$ cat src/rtl/mem_pkg.sv
// Shared encodings for the memory access controller: request opcodes, FSM states, default widths.
// Purely declarative; no latency or flow-control of its own.
package mem_pkg;

   localparam int DEF_ADDR_W = 32;
   localparam int DEF_DATA_W = 32;

   typedef enum logic [1:0] {
      OP_FETCH = 2'b00,
      OP_LOAD  = 2'b01,
      OP_STORE = 2'b10,
      OP_RSVD  = 2'b11
   } op_t;

   typedef enum logic [1:0] {
      IDLE   = 2'b00,
      ACCESS = 2'b01,
      RESP   = 2'b10
   } state_t;

   // Ops that actually touch Memory.
   function automatic logic isMemOp(input op_t op);
      return op != OP_RSVD;
   endfunction

endpackage

$ cat src/rtl/mem_access_ctrl.sv
// Memory port initiator: MEM_LAT+2 cycles per request, req_ready low while busy (no queueing).
// MEM_ALIGN_CHECK_EN rejects non-word-aligned requests with rsp_err and no strobes.
module mem_access_ctrl
   import mem_pkg::*;
#(
   parameter int ADDR_W  = DEF_ADDR_W,
   parameter int DATA_W  = DEF_DATA_W,
   parameter int MEM_LAT = 1
) (
   input  logic              clk,
   input  logic              rst_n,
   input  logic              req_valid,
   output logic              req_ready,
   input  logic [1:0]        req_op,
   input  logic [ADDR_W-1:0] req_addr,
   input  logic [DATA_W-1:0] req_wdata,
   output logic              rsp_valid,
   output logic              rsp_err,
   output logic [DATA_W-1:0] ir_out,
   output logic [DATA_W-1:0] mdr_out,
   output logic              busy,
   output logic              memWrite,
   output logic              memRead,
   output logic              IRWrite,
   output logic [ADDR_W-1:0] address,
   output logic [DATA_W-1:0] writeData,
   input  logic [DATA_W-1:0] readData,
   input  logic [DATA_W-1:0] readInst
);

   localparam int CNT_W = (MEM_LAT > 1) ? $clog2(MEM_LAT) : 1;

   typedef struct packed {
      op_t               op;
      logic [ADDR_W-1:0] addr;
      logic [DATA_W-1:0] wdata;
   } req_t;

   state_t           state, stateNxt;
   req_t             reqQ;
   logic [CNT_W-1:0] cnt, cntNxt;
   logic             memReadQ, memReadNxt;
   logic             memWriteQ, memWriteNxt;
   logic             irWriteQ, irWriteNxt;
   logic             errQ, errNxt;
   logic             accept, badReq, misaligned, accessDone;
   op_t              reqOp;

   assign reqOp = op_t'(req_op);

`ifdef MEM_ALIGN_CHECK_EN
   assign misaligned = req_addr[1:0] != 2'b00;
`else
   assign misaligned = 1'b0;
`endif

   assign accept     = req_valid && (state == IDLE);
   assign badReq     = !isMemOp(reqOp) || misaligned;
   assign accessDone = (state == ACCESS) && (cnt == '0);

   // Strobe next-values are computed for the cycle being entered so the outputs come straight from flops.
   always_comb begin
      stateNxt    = state;
      cntNxt      = cnt;
      memReadNxt  = 1'b0;
      memWriteNxt = 1'b0;
      irWriteNxt  = 1'b0;
      errNxt      = 1'b0;
      case (state)
         IDLE: begin
            if (accept) begin
               if (badReq) begin
                  stateNxt = RESP;
                  errNxt   = 1'b1;
               end else begin
                  stateNxt    = ACCESS;
                  cntNxt      = CNT_W'(MEM_LAT - 1);
                  irWriteNxt  = reqOp == OP_FETCH;
                  memReadNxt  = reqOp == OP_LOAD;
                  memWriteNxt = reqOp == OP_STORE;
               end
            end
         end
         ACCESS: begin
            if (cnt == '0) begin
               stateNxt = RESP;
            end else begin
               cntNxt     = cnt - CNT_W'(1);
               irWriteNxt = reqQ.op == OP_FETCH;
               memReadNxt = reqQ.op == OP_LOAD;
            end
         end
         RESP:    stateNxt = IDLE;
         default: stateNxt = IDLE;
      endcase
   end

   always_ff @(posedge clk or negedge rst_n) begin
      if (!rst_n) begin
         state     <= IDLE;
         cnt       <= '0;
         memReadQ  <= 1'b0;
         memWriteQ <= 1'b0;
         irWriteQ  <= 1'b0;
         errQ      <= 1'b0;
      end else begin
         state     <= stateNxt;
         cnt       <= cntNxt;
         memReadQ  <= memReadNxt;
         memWriteQ <= memWriteNxt;
         irWriteQ  <= irWriteNxt;
         errQ      <= errNxt;
      end
   end

   always_ff @(posedge clk or negedge rst_n) begin
      if (!rst_n) begin
         reqQ <= '0;
      end else if (accept) begin
         reqQ.op    <= reqOp;
         reqQ.addr  <= req_addr;
         reqQ.wdata <= req_wdata;
      end
   end

   // IR/MDR only move on the last access cycle of their own op type.
   always_ff @(posedge clk or negedge rst_n) begin
      if (!rst_n) begin
         ir_out  <= '0;
         mdr_out <= '0;
      end else if (accessDone) begin
         if (reqQ.op == OP_FETCH) ir_out  <= readInst;
         if (reqQ.op == OP_LOAD)  mdr_out <= readData;
      end
   end

   assign req_ready = state == IDLE;
   assign busy      = state != IDLE;
   assign rsp_valid = state == RESP;
   assign rsp_err   = errQ;
   assign memRead   = memReadQ;
   assign memWrite  = memWriteQ;
   assign IRWrite   = irWriteQ;
   assign address   = reqQ.addr;
   assign writeData = reqQ.wdata;

endmodule

$ cat config.mk
export PLATFORM = sky130hd
export DESIGN_NAME = mem_access_ctrl
export DESIGN_NICKNAME = d
export VERILOG_FILES = /design/src/rtl/mem_pkg.sv /design/src/rtl/mem_access_ctrl.sv
export SDC_FILE = /design/constraint.sdc
export NUM_CORES = 1
export LEC_CHECK = 0
export ABC_AREA = 1
export BUFFER_PORTS_ARGS = -buffer_cell sky130_fd_sc_hd__buf_2
export CORE_ASPECT_RATIO = 1.2
export CORE_MARGIN = 2
export CORE_UTILIZATION = 47
export CTS_CLUSTER_DIAMETER = 100
export DETAILED_ROUTE_END_ITERATION = 10
export GPL_TIMING_DRIVEN = 0
export PLACE_DENSITY = 0.82
export REMOVE_ABC_BUFFERS = 1
export SYNTH_ARGS = -nofsm -noshare
export SYNTH_HDL_FRONTEND = slang
export SYNTH_SLANG_ARGS = --single-unit
$ cat constraint.sdc
create_clock -name clk -period 1.6 [get_ports clk]
set_clock_uncertainty 0.15 [all_clocks]
set_input_delay 0.24 -clock clk [delete_from_list [all_inputs] [get_ports clk]]
set_output_delay 0.24 -clock clk [all_outputs]
set_load 0.05 [all_outputs]
Word-level counts from Yosys, hierarchy flattened
Index checks and enable logic that the tools add are counted.
{ "totals": {"ff_bits": 137, "input_bits": 133, "out_inout_bits": 135, "wordCells": 55} }
{ "classes": {"addsub": 1, "n_eq_ne": 9, "n_mux": 22, "bitwise": 1, "n_reduce_logical": 11} }
{ "ops": {"columns": ["operator", "count"], "rows": [
  ["$mux W1", 15],
  ["$eq A2 B1 Y1 const B", 3],
  ["$logic_not A2 Y1", 3],
  ["$mux W2", 3],
  ["$pmux W1 S2", 3],
  ["$reduce_and A2 Y1", 3],
  ["$eq A2 B2 Y1 const B", 2],
  ["$ne A2 B1 Y1 const B", 2],
  ["$ne A2 B2 Y1 const B", 2],
  ["$pmux W2 S2", 1],
  ["$reduce_bool A2 Y1", 2],
  ["$reduce_and A3 Y1", 1],
  ["$logic_and A1 B1 Y1", 2],
  ["$not A1 Y1", 1],
  ["$sub A1 B1 Y1 const B", 1]
]} }

Depth between registers and ports, before layout
{ "depth": {"word_depth": 4, "ltp_mapped": 6, "mapped_depth_nobuf": 5} }

Worst setup path before layout
OpenSTA, ideal clock, no wires.
{ "synth_path": {"path_kind": "register to output", "startpoint": "reg state[0]", "endpoint": "out busy", "arrival_time_ps": 1648, "required_time_ps": 1210, "slack_ps": -438, "path_stages_with_launch": 4, "path_buffers": 1, "cell_sequence": "dfrtp_1 nor2_4 buf_1 inv_1"} }
{ "synth_between": {"elab_chain_len": 1} }
{ "synth_rtl": {"columns": ["element", "line_no", "text"], "rows": [
  ["from (decl)", "mem_access_ctrl.sv:39", "state_t state, stateNxt;"],
  ["from (signal assigned)", "mem_access_ctrl.sv:107", "state <= stateNxt;"],
  ["$reduce_bool A2 Y1", "mem_access_ctrl.sv:138", "assign busy = state != IDLE;"],
  ["to (decl)", "mem_access_ctrl.sv:21", "output logic busy,"]
]} }
Every way passes these cells.

Worst setup path in the final report
{ "layout_path": {"startpoint": "reg state[1]", "endpoint": "out busy"} }
The elaborated chain is that of the path after synthesis.

==> metrics.md <==
| Metric | Value |
|---|---|
| Routed Antenna Nets | 0 |
| Synth top cells by count | 265 x nand2_1, 136 x dfrtp_1, 131 x nand3_1, 73 x buf_4, 24 x buf_2 |
| CTS clk-pin slew, worst paths | 60 ps |
| DRC viols | 0 |
| Routability cong. | around 0.78 |
| All-Layer GR Usage | 0.277 |
| Area post-placement | around 6800 um2 |
| Cell taking the most area after synthesis | dfrtp_1 |
| Count leader, synth | nand2_1 |
| Area of the multi-input gates | between 1500 and 2000 um2 |
| I/O pins | roughly 270 |
| Critical path buffers and inverters | 3 |
| Status | finished, violations left |
| H-tree level count | 4 |
| RSZ-0062 raised after global routing | yes |
| Crit Path Class | reg -> out |
| Crit Path Max Fanout | 3 |
| Worst Setup SP | state[1]$_DFFE_PN0P_ |
| Max-slew violations | 0 |
| DRT iter0 DRCs | between 400 and 500 |
| Synth Area per Inst | between 8 and 9 um2 |
| First-pass GRT wire length | between 20000 and 30000 um |
| Clock sink count | 136 |
| Fill cells | approximately 800 |
| Post-Route Utilization | 0.754 |
| Post-route clock period utilization | 1.06 |
| Vias in the first global route | a little under 6000 |
| Finished Cell Area | around 9100 um2 |
| Placeable Area | between 10000 and 15000 um2 |
| Netlist cell types | 15 |
| Seq/Total Area, Yosys | 0.584 |
| PwrDens | between 1500 and 2000 nW/um2 |
| Longest Clk Path Bufs | 2 |
| Fmax | 0.592 GHz |
| Worst vdd ir | 1.37 mV |
| DR WL/cell | around 17 um |
| FF+latch count, synth | between 100 and 150 |
| Final net count | about 1100 |
| Slew @ Worst Pin | between 800 and 900 ps |
| Final setup vio count | 3 |
| Synth top area share | 0.584 |
| Max stage delay cell, worst path | dfrtp_2 |
| Synth Warn # | 0 |
| Starting Density | 0.482 |
| Largest net degree at the start of global routing | 73 |
| Worst R2R Path Depth | 6 |
| Post-synth EDFFs | 0 |
| Failing checks | negative setup slack |
| Area Growth Syn to Fin | 56.6% |
| DP Wirelength | around 9600 um |
| Ant diodes | 0 |
| Die X-Extent | roughly 110 um |
| Min Clock Period, post-route | approximately 1700 ps |
| Post-synth ARST share | 1.00 |
| Crit-path cells | nor2_4, clkbuf_16, inv_4, buf_8 |
| CTS tree | done |
| Setup WS post-layout | -89.0 ps |
| Pleak | between 4 and 5 nW |
| Max_slew headroom | 0.410 |
| CTS buffer count | 17 |
| Hold Fails Final Rpt | 0 |
| Worst skew pair latency | around 400 ps |
| Initial antenna violation count | 0 |
| Core Rows | 44 |
| Synth Instances | 653 |
| DRT Pass-1 Iters | 5 |
| Worst setup EP type | output port |
| CP Data Required Time | approximately 1200 ps |
| Die height | between 100 and 150 um |
| Worst R2R Start | state[1]$_DFFE_PN0P_ |
| Post-Place Worst Slack | -1450 ps |
| Clock root buffer master | clkbuf_16 |
| Vias/cell | between 5 and 6 |
| Top Family by Delay on Critical Path | flip-flops |
| R2r endpoint | address[18]$_DFFE_PN0N_ |
| FF/Latch Area | between 3000 and 4000 um2 |
| Global route overflow | 0 |
| Mapped cell area | 5830 um2 |
| Setup slack, reg-to-reg | 10 ps |
| Worst EP arrival | 1300 ps |
| HP Class | in -> async |
| Number of max-cap violations | 0 |
| IO buf count | ~270 |
| Setup crit start kind | flip-flop |
| Die Area | 13300 um2 |
| Detailed Route WL | around 20000 um |
| Crit path largest cell delay | approximately 430 ps |
| Main synth FF type | dfrtp_1 |
| Share of cells above drive strength 1 | 0.339 |
| Via count | slightly below 6000 |
| Main area contributors after synthesis | dfrtp_1 58%, nand2_1 17%, nand3_1 11% |
==> logic make-up (layout without fill, tap and decap cells) <==
| family | count (synthesis) | in the layout | synth area share |
|---|---|---|---|
| AND/OR/NAND/NOR | 406 | 413 | 0.292 |
| flip-flops | 136 | 136 | 0.584 |
| buffers and inverters | 110 | 458 | 0.123 |
| AO/OA/AOI/OAI | 1 | 1 | 0.00107 |
==> state kept, by name, indices dropped and copies added (netlist names), 2 cells and up <==
| register | count |
|---|---|
| mdr_out | 32 |
| ir_out | 32 |
| writeData | 32 |
| address | 32 |
| reqQ | 2 |
| state | 2 |
==> what timing repair did <==
action	CTS	global route
setup endpoints to repair	136	137
hold endpoints to repair	197	0
pin swaps	7	3
buffers inserted	13	3
gates resized for setup	28	14
gates cloned	3	6
hold buffers	131	0
==> worst max path at each step <==
stage | endpoint | slack (ps) | depth (start not counted)
finish | busy | -90 | 4
global route | busy | -140 | 4
CTS | busy | -100 | 4
detailed placement | mdr_out[31]$_DFFE_PN0P_ | -1450 | 4
global placement | ir_out[19]$_DFFE_PN0P_ | -2890 | 4
floorplan | ir_out[0]$_DFFE_PN0P_ | -1470 | 4
==> final cells by class <==
cell class                 count  area share
inverter                       5     0.00260
clock inverter                12      0.0156
sequential                   136       0.373
multi-input combinational    414       0.208
tap                          161      0.0221
clock buffer                  20      0.0489
timing repair buffer         421       0.330
==> per-layer routing <==
layer  GRT usage  vias up  share of wire
li1            -     2704              -
met1       0.317     2833           0.37
met2       0.482      343           0.51
met3      0.0761       62          0.079
met4       0.124        0          0.035
met5           0        -              0
==> cells in the final DEF (no fill, tap or decap), types with 4 or more instances in the layout <==
cell type,n
buf_4,11
buf_2,262
buf_6,5
dlygate4sd3_1,131
nor2_4,7
nand2_8,6
nand2_1,262
nand3_1,130
dfrtp_1,135
buf_8,5
clkbuf_16,19
clkinvlp_4,4
inv_6,4
==> where the power goes <==
group	internal, mW	switching (mW)
Clock	2.36	1.53
Combinational	1.97	6.43
Sequential	4.64	0.702
Total	8.97	8.66
==> per-stage QoR <==
| stage | std cells | setup TNS (ps) | hold slack, ps | power, mW |
|---|---|---|---|---|
| detailed placement | 981 | -165390 | 115 | 12.9 |
| finish | 1169 | -161 | 264 | 17.6 |
| floorplan | 548 | -175320 | -206 | 10.8 |
| CTS | 1160 | -2170 | 247 | 17.3 |
| global placement | 976 | -546900 | 298 | 12.7 |
| global route | 1169 | -1080 | 309 | 18.4 |
Note: power is estimated with default switching activity, not from simulation.
